[config.mk]
export PLATFORM = sky130hd
export DESIGN_NAME = video_write_scheduler
export DESIGN_NICKNAME = d
export VERILOG_FILES = /design/src/rtl/video_write_scheduler_pkg.sv /design/src/rtl/write_fifo.sv /design/src/rtl/video_write_scheduler.sv
export SDC_FILE = /design/constraint.sdc
export NUM_CORES = 1
export LEC_CHECK = 0
export ABC_AREA = 1
export BUFFER_PORTS_ARGS = -buffer_cell sky130_fd_sc_hd__clkbuf_2
export CAP_MARGIN = 30
export CORE_ASPECT_RATIO = 1.1
export CORE_MARGIN = 4
export CORE_UTILIZATION = 36
export CTS_CLUSTER_DIAMETER = 100
export DETAILED_ROUTE_END_ITERATION = 8
export PLACE_DENSITY = 0.72
export SLEW_MARGIN = 10
export SYNTH_ARGS = -nofsm -noshare
export SYNTH_HDL_FRONTEND = slang
export SYNTH_HIERARCHICAL = 1
export SYNTH_SLANG_ARGS = --single-unit
[constraint.sdc]
create_clock -name raw_clk -period 0.8 [get_ports raw_clk]
set_input_delay 0.04 -clock raw_clk [delete_from_list [all_inputs] [get_ports raw_clk]]
set_output_delay 0.04 -clock raw_clk [all_outputs]
set_load 0.1 [all_outputs]
[src/rtl/video_write_scheduler_pkg.sv]
// Shared definitions for the video write scheduler.
//   - Register-address constants: video window bounds, WSYNC and VSYNC strobes.
//   - wr_entry_t: one deferred register write {addr, data}.
//   - sched_state_t: drain FSM states.
//   - in_window(): video-class address test.
package video_write_scheduler_pkg;

  localparam logic [5:0] VIDEO_LO = 6'h04;
  localparam logic [5:0] VIDEO_HI = 6'h2f;
  localparam logic [5:0] WSYNC    = 6'h02;
  localparam logic [5:0] VSYNC    = 6'h00;

  typedef struct packed {
    logic [5:0] addr;
    logic [7:0] data;
  } wr_entry_t;

  typedef enum logic {
    IDLE  = 1'b0,
    DRAIN = 1'b1
  } sched_state_t;

  function automatic logic in_window(input logic [5:0] addr,
                                     input logic [5:0] lo,
                                     input logic [5:0] hi);
    return (addr >= lo) && (addr <= hi);
  endfunction

endpackage

[src/rtl/write_fifo.sv]
// Deferred-write FIFO: single clock, synchronous active-low reset, registered read.
// Built only when VIDEO_WRITE_DEFER_EN is defined.
//   raw_clk  in   clock
//   reset    in   synchronous reset, active low
//   push     in   write wr_data at the tail (caller never pushes when full)
//   wr_data  in   entry to store
//   pop      in   load the head into rd_data and advance (caller never pops when empty)
//   rd_data  out  entry popped on the previous cycle
//   count    out  number of stored entries, 0..DEPTH
// Pointers are $clog2(DEPTH) bits, so they wrap modulo DEPTH without a bubble.
`ifdef VIDEO_WRITE_DEFER_EN
module write_fifo
  import video_write_scheduler_pkg::*;
#(
  parameter  int DEPTH = 8,
  localparam int AW    = $clog2(DEPTH),
  localparam int CW    = AW + 1
) (
  input  logic          raw_clk,
  input  logic          reset,
  input  logic          push,
  input  wr_entry_t     wr_data,
  input  logic          pop,
  output wr_entry_t     rd_data,
  output logic [CW-1:0] count
);

  wr_entry_t     mem [DEPTH];
  logic [AW-1:0] wr_ptr;
  logic [AW-1:0] rd_ptr;

  // NOTE: storage is deliberately left out of reset; pointers and count define
  // which slots are valid, and an unreset array maps onto plain RAM.
  always_ff @(posedge raw_clk) begin
    if (push) mem[wr_ptr] <= wr_data;
  end

  // NOTE: non-blocking assignments here so every register samples the
  // pre-edge value of the others regardless of statement order.
  always_ff @(posedge raw_clk) begin
    if (!reset) begin
      wr_ptr  <= '0;
      rd_ptr  <= '0;
      count   <= '0;
      rd_data <= '0;
    end else begin
      if (push) wr_ptr <= wr_ptr + AW'(1);
      if (pop) begin
        rd_data <= mem[rd_ptr];
        rd_ptr  <= rd_ptr + AW'(1);
      end
      case ({push, pop})
        2'b10:   count <= count + CW'(1);
        2'b01:   count <= count - CW'(1);
        default: ;
      endcase
    end
  end

endmodule
`endif

[src/rtl/video_write_scheduler.sv]
// Video write scheduler: defers CPU writes to video registers until blanking.
// Optional feature macro: VIDEO_WRITE_DEFER_EN (undefined: plain one-cycle
// pass-through, no FIFO, stall/overflow/pending tied to 0).
//   raw_clk           in   clock
//   reset             in   synchronous reset, active low
//   cpu_write_enable  in   CPU write strobe
//   cpu_address       in   CPU register address
//   cpu_data          in   CPU write data
//   in_hblank         in   horizontal blanking
//   in_vblank         in   vertical blanking
//   stall             out  FIFO full, CPU must hold its write
//   reg_write_enable  out  write strobe to the register file
//   reg_address       out  register address
//   reg_data          out  register data
//   pending           out  queued write count
//   overflow          out  sticky: a write arrived while stalled
module video_write_scheduler
  import video_write_scheduler_pkg::*;
#(
  parameter  int         DEPTH    = 8,
  parameter  logic [5:0] DEFER_LO = VIDEO_LO,
  parameter  logic [5:0] DEFER_HI = VIDEO_HI,
  localparam int         CW       = $clog2(DEPTH) + 1
) (
  input  logic          raw_clk,
  input  logic          reset,
  input  logic          cpu_write_enable,
  input  logic [5:0]    cpu_address,
  input  logic [7:0]    cpu_data,
  input  logic          in_hblank,
  input  logic          in_vblank,
  output logic          stall,
  output logic          reg_write_enable,
  output logic [5:0]    reg_address,
  output logic [7:0]    reg_data,
  output logic [CW-1:0] pending,
  output logic          overflow
);

`ifdef VIDEO_WRITE_DEFER_EN

  sched_state_t  state_q, state_d;
  logic [CW-1:0] count;
  logic          blanking, is_empty, accept, video, enq, deq, direct;
  wr_entry_t     head;
  logic          we_q, from_fifo_q, overflow_q;
  logic [5:0]    byp_addr_q;
  logic [7:0]    byp_data_q;

  assign blanking = in_hblank | in_vblank;
  assign is_empty = (count == '0);
  assign stall    = (count == CW'(DEPTH));
  assign accept   = cpu_write_enable & ~stall;
  assign video    = in_window(cpu_address, DEFER_LO, DEFER_HI);
  // Bypass writes queue behind any pending entry to keep program order.
  assign enq      = accept & (video | ~is_empty);
  assign direct   = accept & ~video & is_empty;

  write_fifo #(.DEPTH(DEPTH)) u_fifo (
    .raw_clk (raw_clk),
    .reset   (reset),
    .push    (enq),
    .wr_data ('{addr: cpu_address, data: cpu_data}),
    .pop     (deq),
    .rd_data (head),
    .count   (count)
  );

  // NOTE: defaults first so no path leaves state_d or deq unassigned, which
  // would otherwise infer a latch.
  always_comb begin
    state_d = state_q;
    deq     = 1'b0;
    case (state_q)
      IDLE: begin
        if (blanking && !is_empty) state_d = DRAIN;
      end
      DRAIN: begin
        deq = ~is_empty;
        // Leave once blanking ends or this pop empties the queue; the entry
        // popped on the exit cycle is still issued.
        if (!blanking || is_empty || (count == CW'(1) && !enq)) state_d = IDLE;
      end
      default: state_d = IDLE;
    endcase
  end

  always_ff @(posedge raw_clk) begin
    if (!reset) begin
      state_q     <= IDLE;
      we_q        <= 1'b0;
      from_fifo_q <= 1'b0;
      byp_addr_q  <= '0;
      byp_data_q  <= '0;
      overflow_q  <= 1'b0;
    end else begin
      state_q     <= state_d;
      we_q        <= direct | deq;
      from_fifo_q <= deq;
      if (direct) begin
        byp_addr_q <= cpu_address;
        byp_data_q <= cpu_data;
      end
      if (cpu_write_enable && stall) overflow_q <= 1'b1;
    end
  end

  // Direct and FIFO issues are mutually exclusive (direct needs an empty
  // queue, a pop needs a non-empty one), so a registered select suffices.
  assign reg_write_enable = we_q;
  assign reg_address      = from_fifo_q ? head.addr : byp_addr_q;
  assign reg_data         = from_fifo_q ? head.data : byp_data_q;
  assign pending          = count;
  assign overflow         = overflow_q;

`else

  logic unused_cfg;
  assign unused_cfg = &{1'b0, in_hblank, in_vblank, DEFER_LO, DEFER_HI};

  always_ff @(posedge raw_clk) begin
    if (!reset) begin
      reg_write_enable <= 1'b0;
      reg_address      <= '0;
      reg_data         <= '0;
    end else begin
      reg_write_enable <= cpu_write_enable;
      if (cpu_write_enable) begin
        reg_address <= cpu_address;
        reg_data    <= cpu_data;
      end
    end
  end

  assign stall    = 1'b0;
  assign pending  = '0;
  assign overflow = 1'b0;

`endif

endmodule

---- Yosys cells after proc, flatten, opt, wreduce, memory -nomap -nowiden ----
Index checks and enable logic that the tools add are counted.
W data, S select, Z words.
word-level totals
  register bits ........................... 15
  output and inout port bits .............. 21
  logic and storage cells ................. 3

---- Longest topological paths before layout ----
Gate-level depths: netlist of the first run.
  depth after elaboration ................. 0
  mapped depth ............................ 4

---- Worst setup path before layout of the first run ----
No wires, ideal clock.
  kind .................................... reg2reg
  start ................................... reg reg_address[3] (netlist name)
  end ..................................... reg reg_address[3]
  setup time .............................. 0.065 ns
  arrival ................................. 1.142 ns
  path slack .............................. -0.407 ns
  cell stages (with the launch flop) ...... 3
  path buffers ............................ 0
  period minus slack after synthesis ...... 1.207 ns
  cell sequence ........................... dfxtp_1 -> nor2_1 -> nor2_1
RTL lines
  item                  RTL line                      source
  end signal, assigned  video_write_scheduler.sv:129  reg_address <= cpu_address;
  end, declared         video_write_scheduler.sv:34   output logic [5:0] reg_address,

---- Final worst setup path of the first run ----
  start ................................... reg reg_data[0]
  end ..................................... out reg_data[0]
RTL lines
  item                    RTL line                      source
  start, declared         video_write_scheduler.sv:35   output logic [7:0] reg_data,
  start signal, assigned  video_write_scheduler.sv:130  reg_data <= cpu_data;
No word-level cell between the ends.

==> results.py, run 1 <==
metrics = {
    "power_and_ir_drop": {
        "power_uw": 2115,
        "seqPwrFrac_pct": 39.8,
        "p_per_area_mw_per_mm2": 1936,
        "switchingPower_uw": 862.7,
        "max-vdd-ir-drop_uv": 1041,
        "pwr-share-clk_pct": 19.0,
        "switching_share_pct": 40.79,
        "power.internal_uw": 1252,
        "pwr-share-comb_pct": 41.3,
        "power.leakage_uw": 0.0005886,
    },
    "critical_path": {
        "cp-end-kind": "primary output",
        "ff2ff_setup_slack_ns": 0.20,
        "reg2reg_from": "reg_address[0]",
        "crit_required_ns": 0.76,
        "path_buf_inv": 1,
        "path_class": "reg -> out",
        "cp_slowest_cell": "dfxtp_4",
        "arrival_ns": 0.80,
        "cp.depth": 1,
        "reg2reg_to": "reg_address[0]",
        "crit_path_end": "reg_data[0]",
        "critPathTopFamily": "flip-flops",
        "cp_cell_sequence": "buf_12",
        "reg2reg_depth": 2,
        "cp-start-kind": "flop",
        "critPathLaunch": "reg_data[0]",
        "crit_path_max_incr_delay_ns": 0.37,
        "crit_fanout": 2,
    },
    "grt": {
        "grt_start_max_net_pins": 30,
        "grt_overflow": 0,
        "grt_pass1_vias": 563,
        "track_usage_pct": 10.89,
        "grt_antenna_before_repair": 0,
        "grt_pass1_wl_um": 2180,
    },
    "drt": {
        "via_per_inst": 4.075,
        "ant_nets": 0,
        "drcViolationCount": 0,
        "drt_pass1_iterations": 3,
        "wire_per_inst_um": 8.712,
        "routed-via-count": 595,
        "totalWireLength_um": 1272,
        "drt_iter0_markers": 3,
    },
    "job": {
        "drv_cap": 0,
    },
    "layout": {
        "area_growth_pct": 67.88,
        "utilization_pct": 66.90,
        "fillCellCount": 147,
        "final_layout_size_suffix_gt1_share_pct": 38.76,
        "num-nets-final": 149,
        "design_area_mm2": 0.001092,
        "n_antenna_cell": 0,
        "fin_cells": 146,
    },
    "timing": {
        "finalCritPeriodShare_pct": 105.3,
        "fin_skew_ns": 0,
        "finalCriticalPeriod_ns": 0.8424,
        "setup_viol": 15,
        "final_max_slew_viol_count": 0,
        "final_hold_viol_count": 0,
        "max_freq_ghz": 1.187,
        "setup_slack_ns": -0.04241,
        "grt_setup_unrepaired": "yes",
    },
    "placement": {
        "dpl.cell_count": 142,
        "port_buffers": 31,
        "dp_hpwl_um": 1037,
        "place_congestion": 0.5581,
        "place_area_mm2": 0.001066,
        "place_ws_ns": 0.2002,
    },
    "clock_network": {
        "cts_root_buffer": "clkbuf_4",
        "cts_sinks": 15,
        "cts_max_level": 1,
        "cts_hold_buf": 0,
        "post_cts_buffers": 0,
        "clk_pin_slew_ns": 0.08,
        "clk_path_buf_depth": 2,
        "clk_latency_ns": 0.26,
        "cts_resized": 0,
        "cts_tree": "done",
        "numCtsBuffers": 3,
    },
    "yosys": {
        "ys_types": 8,
        "ys_seq_area_share_pct": 46.15,
        "yosysWarnings": 6,
        "syn_avg_cell_area_um2": 6.639,
        "synth_top_area_share_pct": 46.15,
        "netlist_instances": 98,
        "syn_area_um2": 650.6,
        "synth_top_cell_by_area": "dfxtp_1",
        "ys_seq_elements": 15,
        "synth_area_leaders": "dfxtp_1 (46%), nand2_1 (17%), nor2_1 (16%)",
    },
    "die": {
        "die_h_um": 52.59,
        "start_util_pct": 39.85,
        "pin_count": 40,
        "core_area_mm2": 0.001633,
        "die_w_um": 48.54,
        "num_rows": 15,
        "die_area_mm2": 0.002552,
    },
    "status": {
        "violations": "negative setup slack",
        "outcome": "finished, violations left",
    },
    "worst_hold_path": {
        "min_path_type": "in -> reg",
    },
}
per-layer routing:
| metal | track usage, % | up-vias | share of wire, % |
|---|---|---|---|
| li1 | - | 325 | - |
| met1 | 10.92 | 246 | 37 |
| met2 | 20.00 | 22 | 53 |
| met3 | 3.704 | 2 | 9.6 |
| met4 | 5.381 | 0 | 0.79 |
| met5 | 0 | - | 0 |
layout make-up:
class | instances | area [µm²] | area share [%]
Tap cell | 17 | 21.27 | 1.947
Timing Repair Buffer | 32 | 400.4 | 36.66
Multi-Input combinational cell | 63 | 236.5 | 21.65
Sequential cell | 15 | 351.6 | 32.19
Inverter | 15 | 56.30 | 5.155
Clock buffer | 4 | 26.28 | 2.405
kinds of logic after synthesis:
logic type / Yosys count / synth area share [%]
DFF: 15 / 46.15
and+or+nand+nor: 57 / 32.88
other: 1 / 0.5764
buffers and inverters: 25 / 20.38
metrics by stage:
step	hold slack (ns)	TNS [ns]
floorplan	0.1507	-0.09668
global placement	0.3064	0
detailed placement	0.3158	0
CTS	0.02606	-0.7522
global route	0.02951	-1.055
finish	0.03365	-0.5415
flip-flops by register name, summed over array words and instances (netlist names):
register          flops
reg_data              8
reg_address           6
reg_write_enable      1
cells in the mapped netlist:
| cell | count |
|---|---|
| nor2_1 | 28 |
| buf_2 | 1 |
| conb_1 | 1 |
| inv_1 | 15 |
| nand2_1 | 29 |
| buf_4 | 8 |
| dfxtp_1 | 15 |
| buf_6 | 1 |
power groups by stage:
stage	registers (µW)	logic (µW)	clock network (µW)
floorplan	1200	261	0
global placement	857	869	0
detailed placement	860	879	0
CTS	843	879	425
global route	848	914	455
finish	841	873	401
cells in the final DEF (no fill, tap or decap), drive strengths merged:
cell type,synthesis,final
inv,15,15
clkbuf,0,20
dfxtp,15,15
buf,10,16
nor2,28,28
conb,1,6
nand2,29,29
how the worst min path moves through the flow:
| stage | depth (start not counted) | from | end | slack, ns |
|---|---|---|---|---|
| 3_3_place_gp | 5 | cpu_data[1] | reg_data[1] | 0.31 |
| 4_1_cts | 5 | cpu_data[7] | reg_data[7] | 0.03 |
| 6_report | 5 | cpu_data[7] | reg_data[7] | 0.03 |
| 2_1_floorplan | 2 | reset | reg_address[5] | 0.15 |
| 3_5_place_dp | 5 | cpu_data[3] | reg_data[3] | 0.32 |
| 5_1_grt | 5 | cpu_data[7] | reg_data[7] | 0.03 |
(Power assumes the default switching activity.)
==> inputs of run 2 (changes only) <==
==> constraint.sdc (replaced) <==
create_clock -name raw_clk -period 0.8 [get_ports raw_clk]
set_input_delay 0.04 -clock raw_clk [delete_from_list [all_inputs] [get_ports raw_clk]]
set_output_delay 0.04 -clock raw_clk [all_outputs]
set_load 0.02 [all_outputs]
==> results.py, run 2 (synthesized netlist as in run 1, its figures left out) <==
metrics = {
    "status": {
        "outcome": "finished clean",
    },
    "die": {
        "die_h_um": 52.59,
        "die_w_um": 48.54,
        "core_area_mm2": 0.001633,
        "pin_count": 40,
        "die_area_mm2": 0.002552,
        "num_rows": 15,
        "start_util_pct": 39.85,
    },
    "clock_network": {
        "clk_pin_slew_ns": 0.09,
        "clk_latency_ns": 0.27,
        "cts_sinks": 15,
        "numCtsBuffers": 3,
        "cts_tree": "done",
        "cts_root_buffer": "clkbuf_4",
        "cts_max_level": 1,
        "clk_path_buf_depth": 2,
    },
    "drt": {
        "wl_met2_um": 698,
        "routed-via-count": 591,
        "drcViolationCount": 0,
        "met3_length_um": 127,
        "totalWireLength_um": 1366,
        "via_per_inst": 4.020,
        "ant_nets": 0,
        "wire_per_inst_um": 9.293,
        "drt_iter0_markers": 6,
        "wl_met1_um": 523,
        "drt_pass1_iterations": 3,
        "highest_layer": "met4",
    },
    "grt": {
        "grt_antenna_before_repair": 0,
        "track_usage_pct": 10.94,
        "grt_overflow": 0,
        "grt_start_max_net_pins": 30,
        "grt_pass1_vias": 515,
        "grt_pass1_wl_um": 2125,
    },
    "timing": {
        "finalCritPeriodShare_pct": 98.96,
        "final_hold_viol_count": 0,
        "max_freq_ghz": 1.263,
        "setup_viol": 0,
        "fin_skew_ns": 0,
        "final_max_slew_viol_count": 0,
        "finalCriticalPeriod_ns": 0.7917,
        "grt_setup_unrepaired": "yes",
    },
    "power_and_ir_drop": {
        "max-vdd-ir-drop_uv": 849.6,
        "power.leakage_uw": 0.0005673,
        "p_per_area_mw_per_mm2": 1703,
    },
    "critical_path": {
        "path_class": "reg -> out",
        "cp-start-kind": "flop",
        "crit_path_max_incr_delay_ns": 0.36,
        "reg2reg_to": "reg_address[4]",
        "crit_required_ns": 0.76,
        "cp_cell_sequence": "buf_8",
        "critPathLaunch": "reg_data[0]",
        "path_buf_inv": 1,
        "cp-end-kind": "primary output",
        "ff2ff_setup_slack_ns": 0.10,
        "crit_fanout": 2,
        "reg2reg_depth": 3,
        "critPathTopFamily": "flip-flops",
        "arrival_ns": 0.75,
        "cp_slowest_cell": "dfxtp_2",
        "reg2reg_from": "reg_address[4]",
    },
    "layout": {
        "final_layout_size_suffix_gt1_share_pct": 39.23,
        "layout_common_cells": "nand2_1 (29), nor2_1 (28), clkbuf_2 (16)",
        "multi_input_area_um2": 236.5,
        "final_common_cell": "nand2_1",
        "largest_register_ffs": 8,
        "design_area_um2": 988.4,
        "fillCellCount": 162,
        "reg_top3": "reg_data: 8 flops, reg_address: 6 flops, reg_write_enable: 1 flops",
        "fin_cells": 147,
        "num-nets-final": 150,
        "top_register": "reg_data",
        "area_growth_pct": 51.92,
        "n_antenna_cell": 0,
        "seq_area_um2": 319.1,
    },
    "worst_hold_path": {
        "min_path_type": "in -> reg",
        "hold_depth": 5,
        "holdCritStartpoint": "cpu_address[3]",
        "worst_hold_path.endpoint": "reg_address[3]",
    },
    "placement": {
        "port_buffers": 31,
        "place_area_um2": 789.5,
        "place_congestion": 0.5773,
        "dp_hpwl_um": 916.9,
        "dpl.cell_count": 142,
    },
    "job": {
        "drv_cap": 0,
    },
}
-- run 2: cell count changes in the layout (fill, tap and decap cells not counted), sizes merged --
cell	change
buf	+1
-- run 2: how the worst max path moves through the flow --
stage | end | cells after the start
final | reg_data[0] | 1
after global routing | reg_data[0] | 1
after CTS | reg_address[4] | 1
after detailed placement | reg_address[0] | 5
after global placement | reg_data[7] | 5
after floorplan | reg_address[3] | 2
-- run 2: what timing repair did --
| action | in CTS | in global routing |
|---|---|---|
| hold buffers | 0 | 0 |
| resized for setup | 42 | 18 |
| buffers inserted | 0 | 1 |
| endpoints found under the setup margin | 14 | 15 |
-- run 2: power breakdown --
part	internal [µW]	total, µW	switching, µW
Combinational	208	406	198
Sequential	809	852	42.8
Clock	193	425	232
Total	1210	1680	473
-- run 2: tightest hold or removal path: cells and delay by family --
family        cells  cell delay, ns
buf+inv           2            0.12
simple gates      3            0.12
-- run 2: through the flow --
stage | total power, µW | TNS [ns] | util (%) | hold slack [ns] | setup slack (ns)
final | 1683 | 0 | 60.54 | 0.02159 | 0.008319
after global routing | 1772 | -0.1020 | 60.54 | 0.02778 | -0.02225
after CTS | 1661 | -0.01739 | 58.54 | 0.01700 | -0.006484
after detailed placement | 1149 | 0 | 48.35 | 0.3229 | 0.2092
after global placement | 1143 | 0 | 48.35 | 0.3139 | 0.2206
after floorplan | 1066 | 0 | - | 0.1604 | 0.1677
-- run 2: area by class of cell --
cell class                      count  area share, %
Inverter                           15          5.696
Timing Repair Buffer               33          33.29
Tap cell                           17          2.152
Multi-Input combinational cell     63          23.92
Sequential cell                    15          32.28
Clock buffer                        4          2.658
-- run 2: routing by layer --
layer	up-vias	GRT usage, %
met5	-	0
met4	0	8.072
met3	2	1.994
met2	26	20.65
met1	238	10.55
li1	325	-
